==> config.mk <==
export PLATFORM = sky130hd
export DESIGN_NAME = mem_port_arbiter
export DESIGN_NICKNAME = d
export VERILOG_FILES = /design/src/rtl/mem_port_arbiter.sv
export SDC_FILE = /design/constraint.sdc
export NUM_CORES = 1
export LEC_CHECK = 0
export BUFFER_PORTS_ARGS = -buffer_cell sky130_fd_sc_hd__buf_4
export CAP_MARGIN = 20
export CORE_MARGIN = 8
export CORE_UTILIZATION = 41
export DETAILED_ROUTE_END_ITERATION = 10
export PLACE_DENSITY = 0.66
export RECOVER_POWER = 100
export SLEW_MARGIN = 20
export SYNTH_ARGS = -nofsm -noshare
export SYNTH_HDL_FRONTEND = slang
export SYNTH_SLANG_ARGS = --single-unit
==> constraint.sdc <==
create_clock -name clk -period 7.4 [get_ports clk]
set_clock_uncertainty 0.05 [all_clocks]
set_input_delay 0.37 -clock clk [delete_from_list [all_inputs] [get_ports clk]]
set_output_delay 0.37 -clock clk [all_outputs]
set_load 0.05 [all_outputs]
==> src/rtl/mem_port_arbiter.sv <==
// mem_port_arbiter: arbitrates IF fetches and MEM loads/stores onto a byte-wide RAM port
// Ports: clk/rst (async, active-high); IF side if_req/if_addr/if_flush -> if_done/if_data;
// MEM side mem_req/mem_rw/mem_len/mem_addr/mem_wdata -> mem_done/mem_rdata;
// RAM side ram_a/ram_wr/ram_dout -> ram_din; busy is high whenever not idle.
module mem_port_arbiter #(
  parameter int ADDR_W = 32
) (
  input  logic              clk,
  input  logic              rst,
  input  logic              if_req,
  input  logic [ADDR_W-1:0] if_addr,
  input  logic              if_flush,
  output logic              if_done,
  output logic [31:0]       if_data,
  input  logic              mem_req,
  input  logic              mem_rw,
  input  logic [1:0]        mem_len,
  input  logic [ADDR_W-1:0] mem_addr,
  input  logic [31:0]       mem_wdata,
  output logic              mem_done,
  output logic [31:0]       mem_rdata,
  output logic [ADDR_W-1:0] ram_a,
  output logic              ram_wr,
  output logic [7:0]        ram_dout,
  input  logic [7:0]        ram_din,
  output logic              busy
);
  typedef enum logic [1:0] {IDLE, XFER, DRAIN, DONE} state_t;
  state_t state, state_nxt;
  logic              own_mem, rw;
  logic [1:0]        cnt, last_idx;
  logic [ADDR_W-1:0] base;
  logic [31:0]       wdata, data;
  logic              grant_mem, grant_if, grant, flush, last;
  logic              g_rw;
  logic [1:0]        g_last;
  logic [ADDR_W-1:0] g_addr;
  logic [31:0]       g_wdata;
  always_comb begin
    grant_mem = state == IDLE && mem_req;
    grant_if  = state == IDLE && !mem_req && if_req && !if_flush;
    grant     = grant_mem || grant_if;
    flush     = !own_mem && if_flush && (state == XFER || state == DRAIN);
    last      = cnt == last_idx;
    g_rw      = grant_mem ? mem_rw : 1'b0;
    g_last    = !grant_mem ? 2'd3 : mem_len == 2'b00 ? 2'd0 : mem_len == 2'b01 ? 2'd1 : 2'd3;
    g_addr    = grant_mem ? mem_addr : if_addr;
    g_wdata   = grant_mem ? mem_wdata : 32'd0;
    state_nxt = flush ? IDLE :
                state == IDLE ? (grant ? XFER : IDLE) :
                state == XFER ? (last ? (rw ? DONE : DRAIN) : XFER) :
                state == DRAIN ? DONE : IDLE;
  end
  always_ff @(posedge clk or posedge rst)
    if (rst) state <= IDLE;
    else state <= state_nxt;
  always_ff @(posedge clk or posedge rst) begin
    if (rst) begin
      own_mem   <= 1'b0;
      rw        <= 1'b0;
      cnt       <= 2'd0;
      last_idx  <= 2'd0;
      base      <= '0;
      wdata     <= 32'd0;
      data      <= 32'd0;
      if_done   <= 1'b0;
      mem_done  <= 1'b0;
      if_data   <= 32'd0;
      mem_rdata <= 32'd0;
      ram_a     <= '0;
      ram_wr    <= 1'b0;
      ram_dout  <= 8'd0;
      busy      <= 1'b0;
    end else begin
      if_done  <= state_nxt == DONE && !own_mem;
      mem_done <= state_nxt == DONE && own_mem;
      busy     <= state_nxt != IDLE;
      ram_wr   <= 1'b0;
      if (grant) begin
        own_mem  <= grant_mem;
        rw       <= g_rw;
        last_idx <= g_last;
        base     <= g_addr;
        wdata    <= g_wdata;
        cnt      <= 2'd0;
        data     <= 32'd0;
        ram_a    <= g_addr;
        ram_wr   <= g_rw;
        ram_dout <= g_wdata[7:0];
      end else if (state == XFER) begin
        if (!rw) data[{cnt, 3'b000} +: 8] <= ram_din;
        if (!last) begin
          cnt      <= cnt + 2'd1;
          ram_a    <= base + ADDR_W'(cnt + 2'd1);
          ram_wr   <= rw;
          ram_dout <= wdata[{cnt + 2'd1, 3'b000} +: 8];
        end
      end
      // Read data is published only on the DRAIN->DONE edge, so a flushed fetch never reaches if_data.
      if (state == DRAIN && !flush) begin
        if (own_mem) mem_rdata <= data;
        else if_data <= data;
      end
    end
  end
endmodule

==> run_results.csv, run 1 <==
group,metric,value,unit
run_status,status,"finished with violations",
run_status,violations,"max-capacitance violations, max-slew violations",
power,p_int,3070,uW
yosys,yosys.area.top_type,"dfrtp_1",
route,viasPerCell,5.36,
yosys,ys_top_cells_by_area,"dfrtp_1 (56%), mux2_2 (7.7%), nand2_1 (5.0%)",
yosys,syn-cell-area,0.00940,mm2
yosys,synthArstFlopShare,1.00,
yosys,synth_top_family_by_area,"compound AO/OA/AOI/OAI gates",
finish,fin_area,0.0117,mm2
power,switchingPower,2380,uW
yosys,synth_edf_count,0,
route,drt_iter0_markers,446,
die,die_h,167,um
yosys,yosysSeqAreaShare,0.564,
grt,antenna_found_initial,1,
yosys,yosys.area_share.simple,0.108,
critical_path,cp_top_family,"buffers and inverters",
cts,numCtsBuffers,23,
cts,htreeDepth,1,
route,wirelength,25400,um
cts,cts_tree,"built",
finish,drive_above_1_share,0.228,
min_path,hold_path_class,"primary input to async pin",
finish,nFillCells,2092,
power,p_clk_frac,0.228,
route,vias,7132,
finish,syn2layout_area_growth,23.9,%
yosys,yosys_register_bits,212,
cts,cts_sinks,212,
cts,cts_resized,0,
finish,multi_input_area,0.00382,mm2
grt,grt_pass1_wl,41000,um
finish,antenna_cells,0,
timing,grt_setup_unrepaired,"false",
die,die_width,167,um
critical_path,critPathLaunchType,"flip-flop",
critical_path,cp_max_fo,55,
critical_path,slowest_stage,"clkbuf_1",
yosys,syn-num-nets,949,
power,power_switching_share,0.437,
critical_path,critical_path_arrival,4.46,ns
die,fp-row-count,55,
route,drc,0,
timing,fin_setup_tns,0,ns
timing,period_needed,4.15,ns
critical_path,cp-end-kind,"flip-flop",
timing,worst_pin_slew,2.37,ns
grt,grt_overflow,0,
cts,cts-root-buf,"clkbuf_16",
yosys,synth.most_common_cell,"dfrtp_1",
route,wl_per_cell,19.1,um
die,die-area,0.0280,mm2
placement,globalplace.congestion,0.803,
grt,grt_max_degree,128,
placement,io_buffers,219,
cts,hold_buffers,0,
timing,fmax,0.241,GHz
yosys,yosys_most_used_dff,"dfrtp_1",
critical_path,crit_type,"flip-flop to flip-flop",
timing,drv_slew,150,
yosys,synth.top_cell.area_share,0.564,
yosys,yosysWarnings,0,
flow_run,max_cap_violations,5,
die,initial_core_util,0.417,
power,power_leakage,0.00547,uW
power,ir_worst_vdd,0.229,mV
timing,setup_violations,0,
route,drt_pre_antenna_iters,7,
route,drtAntennaViolNets,0,
grt,grt_pass1_vias,7505,
timing,timing_hold_violations_final,0,
yosys,synth_fa_ha_area_frac,0.0141,
critical_path,critPathMaxStageDelay,1.62,ns
yosys,synthMuxAreaShare,0.109,
timing,maxSlewHeadroom,-0.595,
finish,fin_nets,1152,
placement,place_area,0.0113,mm2
placement,hpwl,17900,um
yosys,post_synth_xor_area_fraction,0.0279,
cts,post_cts_buffers,0,
cts,clockBufferDepth,3,
die,num_io_pins,220,
cts,cts.clk_slew.worst_paths,0.06,ns
yosys,avgSynthCellArea,11.4,um2
critical_path,crit_path_cell_trace,"inv_1 > ha_1 > o21ai_0 > clkbuf_1 > nand2_1 > o21ai_0 > a21oi_2",
critical_path,crit_top_cell,"o21ai_0",
power,power.density,467,mW/mm2
critical_path,crit_required,7.71,ns
power,power_frac_seq,0.343,
power,p_comb_frac,0.429,
yosys,synth_cells,827,
yosys,ys_top_cells_by_count,"dfrtp_1 (212), nand2_1 (126), mux2_2 (64)",
finish,seqCellArea,0.00531,mm2
yosys,synth_cell_types,58,
cts,insertion_delay,0.49,ns
die,core_area,0.0226,mm2
timing,period_share,0.561,
grt,track_usage,0.178,
critical_path,critical_path_buf_inv_count,2,
yosys,synth_compound_area_frac,0.150,
==> power groups by stage <==
stage | clock [uW] | sequential (uW) | combinational (uW)
5_1_grt | 1320 | 1920 | 2560
2_1_floorplan | 0 | 2380 | 1290
3_5_place_dp | 0 | 1880 | 2530
4_1_cts | 1270 | 1870 | 2540
6_report | 1240 | 1870 | 2340
3_3_place_gp | 0 | 1880 | 2490
==> state kept, by name (all words and copies together), names as in the netlist, 8 cells and up <==
signal / cells
if_data: 32
ram_a: 32
base: 32
wdata: 32
data: 32
ram_dout: 8
mem_rdata: 32
==> final timing paths <==
kind | startpoint | endpoint | slack, ns | cells past startpoint
max in group asynchronous | rst | busy$_DFF_PP0_ | 6.03 | 3
setup reg to reg | state[0]$_DFF_PP0_ | ram_a[26]$_DFFE_PP0P_ | 3.25 | 7
hold / removal | rst | if_data[6]$_DFFE_PP0P_ | 0.02 | 2
min in group clk | mem_wdata[11] | wdata[11]$_DFFE_PP0P_ | 0.04 | 2
setup / recovery | state[0]$_DFF_PP0_ | ram_a[26]$_DFFE_PP0P_ | 3.25 | 7
hold reg to reg | wdata[5]$_DFFE_PP0P_ | wdata[5]$_DFFE_PP0P_ | 0.42 | 2
==> routing by layer <==
layer | GRT usage | up-vias | wire (um)
li1 | - | 3371 | -
met1 | 0.227 | 3491 | 10900
met5 | 0 | - | 13
met2 | 0.292 | 239 | 12000
met3 | 0.0581 | 29 | 2080
met4 | 0.0384 | 2 | 357
==> stage by stage <==
stage               hold slack, ns   util  std cells  worst slack [ns]  total power, uW
floorplan                    0.391      -        827              1.19             3670
global placement             0.402  0.500       1290              4.25             4370
detailed placement           0.407  0.500       1290              4.17             4410
CTS                         0.0265  0.537       1331              4.17             5680
global route                0.0261  0.516       1331              2.77             5800
finish                      0.0217  0.516       1331              3.25             5450
==> cells by family after synthesis <==
kind of cell	Yosys count
AO/OA/AOI/OAI	211
XOR/XNOR	30
buffers and inverters	62
multiplexers	84
adder cells (fa/ha/maj)	10
flip-flops	212
AND/OR/NAND/NOR	218
==> cell usage in the layout, fill, tap and decap left out, types with 17 or more instances in the layout <==
cell type	instances
a21o_1	19
nand3_1	17
dfrtp_1	212
a22o_1	26
nor2_1	32
clkbuf_16	23
o21ai_0	64
nand2_1	126
buf_4	113
a32o_1	17
mux2_2	64
xnor2_1	24
a21oi_1	36
clkbuf_1	115
==> worst reg2reg max path: cells and delay by family (launching register included) <==
kind / cells / cell delay [ns]
AOI/OAI and AO/OA: 3 / 0.69
adders and majority gates: 1 / 0.31
buffers and inverters: 2 / 1.68
DFF: 1 / 0.35
and+or+nand+nor: 1 / 0.92
==> cell type report <==
class,count,area share
repair buffers,229,0.111
multi-input cells,553,0.328
well taps,285,0.0306
flip-flops and latches,212,0.455
clock inverters,15,0.0185
inverters,11,0.00419
clock buffers,26,0.0529
Note: power is estimated with default switching activity, not from simulation.
==> run 2, diff against run 1 <==
--- a/config.mk
+++ b/config.mk
@@ -10,7 +10,7 @@
 export CORE_MARGIN = 8
 export CORE_UTILIZATION = 41
 export DETAILED_ROUTE_END_ITERATION = 10
-export PLACE_DENSITY = 0.66
+export PLACE_DENSITY = 0.68
 export RECOVER_POWER = 100
 export SLEW_MARGIN = 20
 export SYNTH_ARGS = -nofsm -noshare
==> constraint.sdc (replaced) <==
create_clock -name clk -period 3.56 [get_ports clk]
set_clock_uncertainty 0.05 [all_clocks]
set_input_delay 0.178 -clock clk [delete_from_list [all_inputs] [get_ports clk]]
set_output_delay 0.178 -clock clk [all_outputs]
set_load 0.05 [all_outputs]
==> run 2 against run 1 <==
The run still ends with max-capacitance violations, max-slew violations left; first-iteration DRC count up 6.5%; sequential share of layout area down 2.3 points; hold slack worse by 0.0093 ns; register-to-register slack worse by 2.6 ns; combinational power up 120%.
==> run_results.csv, run 2 (same netlist as run 1, synthesis figures left out) <==
group,metric,value,unit
grt,track_usage,0.188,
grt,grt_pass1_vias,8008,
timing,drv_slew,66,
timing,period_needed,2.88,ns
critical_path,crit_start,"state[1]$_DFF_PP0_",
finish,drive_above_1_share,0.215,
placement,io_buffers,219,
timing,maxSlewHeadroom,-0.279,
finish,utilization,0.543,
finish,syn2layout_area_growth,30.4,%
critical_path,cp_max_fo,20,
die,die_h,167,um
critical_path,critical_path_arrival,3.19,ns
cts,cts_sinks,212,
finish,layout_common_cells,"dfrtp_1 (212), nand2_1 (126), clkbuf_1 (117)",
run_status,status,"finished with violations",
die,core_area,0.0226,mm2
timing,grt_setup_unrepaired,"false",
power,power.density,914,mW/mm2
timing,fin_setup_tns,0,ns
timing,setup_violations,0,
cts,cts.clk_slew.worst_paths,0.06,ns
die,initial_core_util,0.417,
timing,fmax,0.347,GHz
placement,place_inst,1294,
power,ir_worst_vdd,0.406,mV
route,drc,0,
critical_path,crit_path_cell_trace,"inv_1 > ha_1 > o21a_1 > clkbuf_1 > nor2_1 > a311oi_1 > o21ai_0",
critical_path,r2r_cells,7,
timing,hold_slack,0.0124,ns
critical_path,crit_cells,7,
flow_run,max_cap_violations,2,
route,vias,7499,
critical_path,critPathMaxStageDelay,0.79,ns
critical_path,crit_type,"flip-flop to flip-flop",
grt,grt_overflow,0,
critical_path,crit_required,3.87,ns
min_path,min-delay-start,"if_addr[9]",
cts,cts_tree,"built",
critical_path,cp_top_family,"buffers and inverters",
cts,insertion_delay,0.49,ns
critical_path,setup.worst_path.end,"ram_a[31]$_DFFE_PP0P_",
cts,htreeDepth,1,
placement,hpwl,18400,um
timing,worst_pin_slew,1.92,ns
placement,globalplace.congestion,0.835,
critical_path,reg2reg_from,"state[1]$_DFF_PP0_",
cts,cts_resized,0,
grt,grt_pass1_wl,43300,um
route,drtAntennaViolNets,0,
critical_path,r2r-end,"ram_a[31]$_DFFE_PP0P_",
timing,timing_hold_violations_final,0,
grt,antenna_found_initial,2,
timing,period_share,0.809,
cts,clockBufferDepth,3,
critical_path,critical_path_buf_inv_count,2,
timing,layout_setup_ws,0.680,ns
route,wl_per_cell,19.2,um
critical_path,slowest_stage,"clkbuf_1",
finish,stdcell_count,1400,
finish,fin_nets,1221,
critical_path,critPathLaunchType,"flip-flop",
critical_path,rrSetupSlack,0.68,ns
die,die-area,0.0280,mm2
route,viasPerCell,5.36,
finish,layout_commonest_cell,"dfrtp_1",
grt,grt_max_degree,115,
min_path,hold_path_class,"primary input to flip-flop",
cts,numCtsBuffers,23,
route,wirelength,26800,um
run_status,violations,"max-capacitance violations, max-slew violations",
die,die_width,167,um
route,drt_pre_antenna_iters,5,
cts,cts-root-buf,"clkbuf_16",
route,drt_iter0_markers,475,
critical_path,cp-end-kind,"flip-flop",
power,power_leakage,0.00571,uW
die,num_io_pins,220,
placement,place_ws,0.992,ns
die,fp-row-count,55,
[run 2: changes by cell type in the layout (fill, tap and decap cells not counted), sizes merged]
cell / before / now
dlygate4sd3: 0 / 65
inv: 11 / 10
diode: 0 / 3
buf: 114 / 118
clkbuf: 141 / 146
bufinv: 5 / 1
clkinv: 7 / 4
[run 2: area by class of cell]
type / count / area, um2
Sequential cell: 212 / 5310
Multi-Input combinational cell: 553 / 3820
Clock inverter: 7 / 65.1
Antenna cell: 3 / 7.51
Fill cell: 2048 / 10300
Timing Repair Buffer: 298 / 2010
Tap cell: 285 / 357
Clock buffer: 31 / 646
Inverter: 11 / 42.5
[run 2: per-layer routing]
layer	vias to the layer above	part of all wire	track usage
li1	3501	-	-
met1	3685	0.44	0.243
met2	261	0.46	0.302
met3	52	0.069	0.0494
met4	0	0.028	0.0617
met5	-	0	0
[run 2: repair_timing]
action	CTS	global route
hold buffers	65	0
endpoints found under the setup margin	0	0
buffers inserted	0	0
endpoints found under the hold margin	301	0
[run 2: how the worst min path moves through the flow]
stage	slack [ns]	cells after the start	to
6_report	0.01	3	ram_a[9]$_DFFE_PP0P_
5_1_grt	0.03	3	base[31]$_DFFE_PP0P_
4_1_cts	0.0006	3	ram_a[9]$_DFFE_PP0P_
3_5_place_dp	0.35	2	wdata[18]$_DFFE_PP0P_
3_3_place_gp	0.35	2	wdata[30]$_DFFE_PP0P_
2_1_floorplan	0.25	2	wdata[0]$_DFFE_PP0P_
[run 2: power by group]
group / internal [uW] / total [uW] / leakage [uW] / switching [uW]
combinational: 1630 / 5060 / 0.00260 / 3430
clock: 1330 / 2260 / 0.000347 / 929
sequential: 3240 / 3880 / 0.00276 / 635
total: 6210 / 11200 / 0.00571 / 4990
[run 2: metrics by stage]
step	power, uW	area, um2
finish	11200	12300
global route	11900	12300
CTS	11700	12700
detailed placement	9270	11300
global placement	9150	11300
floorplan	7630	9410
[run 2: tightest hold or removal path: stages]
cell and delay [ns]:
buf_4 0.08, mux2i_1 0.07, o22ai_1 0.17
